[src/rtl/requant_packer.sv]
// Requantizes signed accumulator results to 8-bit lanes and packs PACK lanes per output word.
// Optional saturation counter port o_sat_cnt is enabled by defining REQUANT_SAT_CNT_EN.
`ifndef ACC_W
`define ACC_W 24
`endif
`ifndef INT8
`define INT8 2'd0
`endif
`ifndef INT4
`define INT4 2'd1
`endif
`ifndef INT4_VSQ
`define INT4_VSQ 2'd2
`endif

module requant_packer #(
  parameter int unsigned ACC_W   = `ACC_W,
  parameter int unsigned SCALE_W = 16,
  parameter int unsigned SHIFT_W = 5,
  parameter int unsigned PACK    = 4
) (
  input  logic                 i_clk,
  input  logic                 i_rst,
  input  logic [1:0]           i_mode,
  input  logic [SCALE_W-1:0]   i_scale,
  input  logic [SHIFT_W-1:0]   i_shift,
  input  logic                 i_valid,
  output logic                 o_ready,
  input  logic [ACC_W-1:0]     i_psum,
  input  logic                 i_last,
  output logic                 o_valid,
  input  logic                 i_ready,
  output logic [8*PACK-1:0]    o_data,
  output logic [PACK-1:0]      o_keep,
  output logic                 o_last
`ifdef REQUANT_SAT_CNT_EN
  ,
  output logic [15:0]          o_sat_cnt
`endif
);

  localparam int unsigned PROD_W = ACC_W + SCALE_W + 1;
  localparam int unsigned RND_W  = PROD_W + 1;
  localparam int unsigned CNT_W  = (PACK > 1) ? $clog2(PACK) : 1;
  localparam int unsigned WORD_W = 8 * PACK;

  logic en;
  logic accept;

  logic                     v1;
  logic signed [PROD_W-1:0] prod1;
  logic [1:0]               mode1;
  logic [SHIFT_W-1:0]       shift1;
  logic                     last1;

  logic                     v2;
  logic [7:0]               lane2;
  logic                     last2;

  logic [CNT_W-1:0]         cnt;
  logic [WORD_W-1:0]        acc_data;

  logic signed [PROD_W-1:0] prod_c;
  logic signed [RND_W-1:0]  rnd_c;
  logic signed [RND_W-1:0]  sum_c;
  logic signed [RND_W-1:0]  shifted_c;
  logic signed [RND_W-1:0]  sat_hi_c;
  logic signed [RND_W-1:0]  sat_lo_c;
  logic                     is_int4_c;
  logic [7:0]               lane_c;
  logic [WORD_W-1:0]        word_c;
  logic [PACK-1:0]          keep_c;
  logic                     close_c;

  // Whole pipeline advances together whenever the output register can take a word.
  assign en      = !o_valid || i_ready;
  assign o_ready = en && !i_rst;
  assign accept  = i_valid && o_ready;

  assign prod_c = PROD_W'($signed(i_psum)) * PROD_W'($signed({1'b0, i_scale}));

  // Round-half-up right shift followed by mode-dependent clamp.
  always_comb begin
    rnd_c     = '0;
    if (shift1 != '0) rnd_c = RND_W'(1) << (shift1 - SHIFT_W'(1));
    sum_c     = RND_W'(prod1) + rnd_c;
    shifted_c = sum_c >>> shift1;
    is_int4_c = (mode1 == `INT4) || (mode1 == `INT4_VSQ);
    sat_hi_c  = is_int4_c ? RND_W'(7) : RND_W'(127);
    sat_lo_c  = is_int4_c ? -RND_W'(8) : -RND_W'(128);
    lane_c    = shifted_c[7:0];
    if (shifted_c > sat_hi_c)      lane_c = sat_hi_c[7:0];
    else if (shifted_c < sat_lo_c) lane_c = sat_lo_c[7:0];
  end

  always_comb begin
    word_c = acc_data;
    keep_c = '0;
    for (int i = 0; i < int'(PACK); i++) begin
      if (cnt == CNT_W'(i)) word_c[8*i +: 8] = lane2;
      keep_c[i] = (CNT_W'(i) <= cnt);
    end
    close_c = (cnt == CNT_W'(PACK - 1)) || last2;
  end

  always_ff @(posedge i_clk) begin
    if (i_rst) begin
      v1       <= 1'b0;
      prod1    <= '0;
      mode1    <= '0;
      shift1   <= '0;
      last1    <= 1'b0;
      v2       <= 1'b0;
      lane2    <= '0;
      last2    <= 1'b0;
      cnt      <= '0;
      acc_data <= '0;
      o_valid  <= 1'b0;
      o_data   <= '0;
      o_keep   <= '0;
      o_last   <= 1'b0;
    end else if (en) begin
      v1 <= accept;
      if (accept) begin
        prod1  <= prod_c;
        mode1  <= i_mode;
        shift1 <= i_shift;
        last1  <= i_last;
      end
      v2 <= v1;
      if (v1) begin
        lane2 <= lane_c;
        last2 <= last1;
      end
      o_valid <= v2 && close_c;
      if (v2) begin
        if (close_c) begin
          o_data   <= word_c;
          o_keep   <= keep_c;
          o_last   <= last2;
          acc_data <= '0;
          cnt      <= '0;
        end else begin
          acc_data <= word_c;
          cnt      <= cnt + CNT_W'(1);
        end
      end
    end
  end

`ifdef REQUANT_SAT_CNT_EN
  logic clamp_c;
  assign clamp_c = (shifted_c > sat_hi_c) || (shifted_c < sat_lo_c);

  // Counts clamped beats as they leave the rounding stage; sticks at all-ones.
  always_ff @(posedge i_clk) begin
    if (i_rst) begin
      o_sat_cnt <= '0;
    end else if (en && v1 && clamp_c && (o_sat_cnt != 16'hFFFF)) begin
      o_sat_cnt <= o_sat_cnt + 16'd1;
    end
  end
`endif

endmodule

[config.mk]
export PLATFORM = sky130hd
export DESIGN_NAME = requant_packer
export DESIGN_NICKNAME = d
export VERILOG_FILES = /design/src/rtl/requant_packer.sv
export SDC_FILE = /design/constraint.sdc
export NUM_CORES = 2
export LEC_CHECK = 0
export CORE_AREA = 5 5 351 267
export CTS_BUF_LIST = sky130_fd_sc_hd__clkbuf_2
export DETAILED_ROUTE_END_ITERATION = 8
export DIE_AREA = 0 0 356 272
export SYNTH_ARGS = -nofsm -noshare
export SYNTH_HDL_FRONTEND = slang
export SYNTH_SLANG_ARGS = --single-unit
[constraint.sdc]
create_clock -name i_clk -period 8.9 [get_ports i_clk]
set_input_delay 1.78 -clock i_clk [delete_from_list [all_inputs] [get_ports i_clk]]
set_output_delay 1.78 -clock i_clk [all_outputs]
set_load 0.01 [all_outputs]
==> results.py <==
metrics = {
    "critical_path": {
        "worst_path_most_repeated_cell": "nor2_1",
        "crit_path_end_kind": "flip-flop",
        "cpMaxStageDelayCell": "dfxtp_2",
        "start_kind": "flip-flop",
        "critical_path_class": "reg2reg",
        "slowest_delay_ps": 660,
        "worst_ep_arrival_time_ps": 8870,
        "critPathRequiredTime_ps": 9740,
        "cp_max_fo": 16,
    },
    "synth": {
        "synth_edf_count": 0,
        "ys_ff_latch": 132,
        "synthXorXnorAreaFrac_pct": 2.21,
        "synthArstFlopShare_pct": 0,
        "avgSynthCellArea_um2": 8.30,
        "syn_nets": 3585,
        "ys_seq_area_share_pct": 10.6,
        "synth_top_family_by_area": "adder cells",
        "synth.distinct_cells": 103,
        "syn-cell-area_mm2": 0.0250,
        "yosysWarnings": 0,
        "synthAdderAreaFrac_pct": 37.6,
        "ys.flop_type": "dfxtp_1",
        "synth-simple-area-share_pct": 19.3,
        "synthCells": 3009,
        "synthMuxAreaShare_pct": 4.50,
        "synth_compound_area_share_pct": 16.2,
    },
    "sta": {
        "hold_viol_final": 0,
        "rsz0062_at_grt": "false",
        "max_slew_margin_pct": 25.5,
        "fin_hold_ws_ps": 474,
        "finalCriticalPeriod_ps": 8040,
        "max_freq_ghz": 0.124,
        "setup_violations": 0,
        "setup_tns_ps": 0,
        "skew_ps": 53.4,
        "period_share_pct": 90.3,
        "worst_pin_slew_ps": 1100,
        "maxSlewViolCount": 0,
    },
    "detailed_routing": {
        "vias": 21300,
        "routed_wl_mm": 73.0,
        "dr.pass1.iters": 5,
        "initialDrtViolationCount": 1919,
        "wire_per_inst_um": 17.0,
        "drc_errors": 0,
        "detail_route.vias_per_cell": 4.96,
        "ant_nets": 0,
    },
    "clocking": {
        "cts_num_sinks": 132,
        "clockBufferDepth": 2,
        "htree_levels": 4,
        "cts_tree": "built",
        "clkSlewWorstSetupHoldPaths_ps": 280,
        "cts-buffers-inserted": 17,
        "cts_root_buf": "clkbuf_2",
        "post_cts_buffers": 0,
        "cts_hold_buf": 0,
        "cts-resized-gates": 0,
        "clk_latency_ps": 920,
    },
    "global_routing": {
        "grt_pass1_vias": 21600,
        "grt_pass1_wl_mm": 119,
        "grt_max_degree": 78,
        "track_usage_pct": 15.3,
        "antenna_found_initial": 4,
        "overflow": 0,
    },
    "floorplanning": {
        "io_pins": 91,
        "die_h_um": 272,
        "die_w_um": 356,
        "die-area_mm2": 0.0968,
        "initial_core_util_pct": 27.6,
        "rows": 96,
        "core_area_mm2": 0.0903,
    },
    "pwr": {
        "p_per_area_mw_per_mm2": 381,
        "vdd_drop_max_v": 0.000516,
        "power.leakage_uw": 0.0124,
    },
    "final_layout": {
        "final_cell_mix": "inv_1, fa_1, nand2_1",
        "syn2layout_area_growth_pct": 11.5,
        "fin_nets": 3621,
        "drive_above_1_share_pct": 7.85,
        "layout_commonest_cell": "inv_1",
    },
    "hold_path": {
        "hold_class": "reg2reg",
    },
    "run_status": {
        "status": "finished, final reports clean",
    },
    "job": {
        "cap_viol_max_count": 0,
    },
    "placement": {
        "port_buffers": 90,
        "gp_congestion": 0.926,
        "dp_hpwl_mm": 59.5,
    },
}
report_power, final:
part           switching (µW)  internal [µW]
Clock                     321           99.7
Combinational            5270           4150
Sequential               88.2            696
Total                    5680           4950
layout make-up:
class                           instances  area [µm²]
Inverter                              440        1650
Multi-Input combinational cell       2252       20000
Tap cell                             1225        1530
Antenna cell                            7        17.5
Sequential cell                       132        2650
Timing Repair Buffer                  202        1790
Clock inverter                         15         185
Clock buffer                           17        85.1
Fill cell                            9749       62500
metrics by stage:
stage	worst slack (ps)	instance area [µm²]	util, %	cells	total power (µW)
6_report	863	27900	30.8	4290	10600
5_1_grt	343	27900	30.8	4290	12100
3_5_place_dp	1.34	27600	30.5	4251	10200
3_3_place_gp	51.1	27600	30.5	4251	10100
2_1_floorplan	1050	25000	-	3009	8010
4_1_cts	1070	27800	30.8	4283	10700
critical path: cells and delay by family (launching register included):
family / cells / cell delay, ps
adder cells (fa/ha/maj): 2 / 820
flip-flops: 1 / 660
AND/OR/NAND/NOR: 16 / 3620
AO/OA/AOI/OAI: 9 / 2090
buffers and inverters: 2 / 300
multiplexers: 2 / 460
synthesized netlist by cell type (all sizes together) (15+ instances only):
library cell | n | area, µm²
inv | 438 | 1640
xnor2 | 36 | 315
mux4 | 16 | 360
xor2 | 27 | 236
a21oi | 119 | 641
and2 | 172 | 1080
nor2 | 202 | 758
a22oi | 33 | 268
a21o | 30 | 225
o211ai | 18 | 154
nor3 | 46 | 240
nand3 | 74 | 383
dfxtp | 132 | 2640
fa | 378 | 7570
and3 | 39 | 254
or2 | 17 | 106
o31ai | 16 | 134
mux2i | 65 | 651
o21ai | 104 | 536
ha | 146 | 1830
o22ai | 15 | 106
buf | 55 | 249
a31oi | 16 | 113
nand4 | 19 | 119
a211oi | 61 | 490
o21a | 18 | 135
clkbuf | 130 | 488
nand2 | 373 | 1400
registers in the layout (all words and copies together) (netlist names):
| signal | count |
|---|---|
| prod1 | 41 |
| acc_data | 32 |
| o_data | 32 |
| lane2 | 8 |
| shift1 | 5 |
| o_keep | 4 |
| cnt | 2 |
| mode1 | 2 |
| last1 | 1 |
| last2 | 1 |
| o_last | 1 |
| o_valid | 1 |
| v1 | 1 |
| v2 | 1 |
logic make-up (layout without fill, tap and decap cells):
family / count (synthesis) / in the layout
xor+xnor: 63 / 63
fa+ha+maj: 524 / 524
flops: 132 / 132
compound gates: 564 / 564
mux: 91 / 91
other cells: 1 / 8
buf+inv: 625 / 674
simple gates: 1009 / 1009
path summary, 6_finish.rpt:
check	start	to	slack, ps	cells after the start
min	last1$_SDFFE_PP0P_	last1$_SDFFE_PP0P_	470	2
max reg2reg	shift1[1]$_SDFFE_PP0P_	lane2[5]$_SDFFE_PP0P_	860	31
min reg2reg	last1$_SDFFE_PP0P_	last1$_SDFFE_PP0P_	470	2
max	shift1[1]$_SDFFE_PP0P_	lane2[5]$_SDFFE_PP0P_	860	31
routing by layer:
metal	vias up	routed length [µm]	GRT usage (%)
met5	-	0	0
met4	0	1030	2.77
met3	70	5380	3.15
met2	660	32300	23.9
met1	10500	34300	22.0
li1	10000	-	-
No activity file was read; power rests on OpenSTA's default activity.
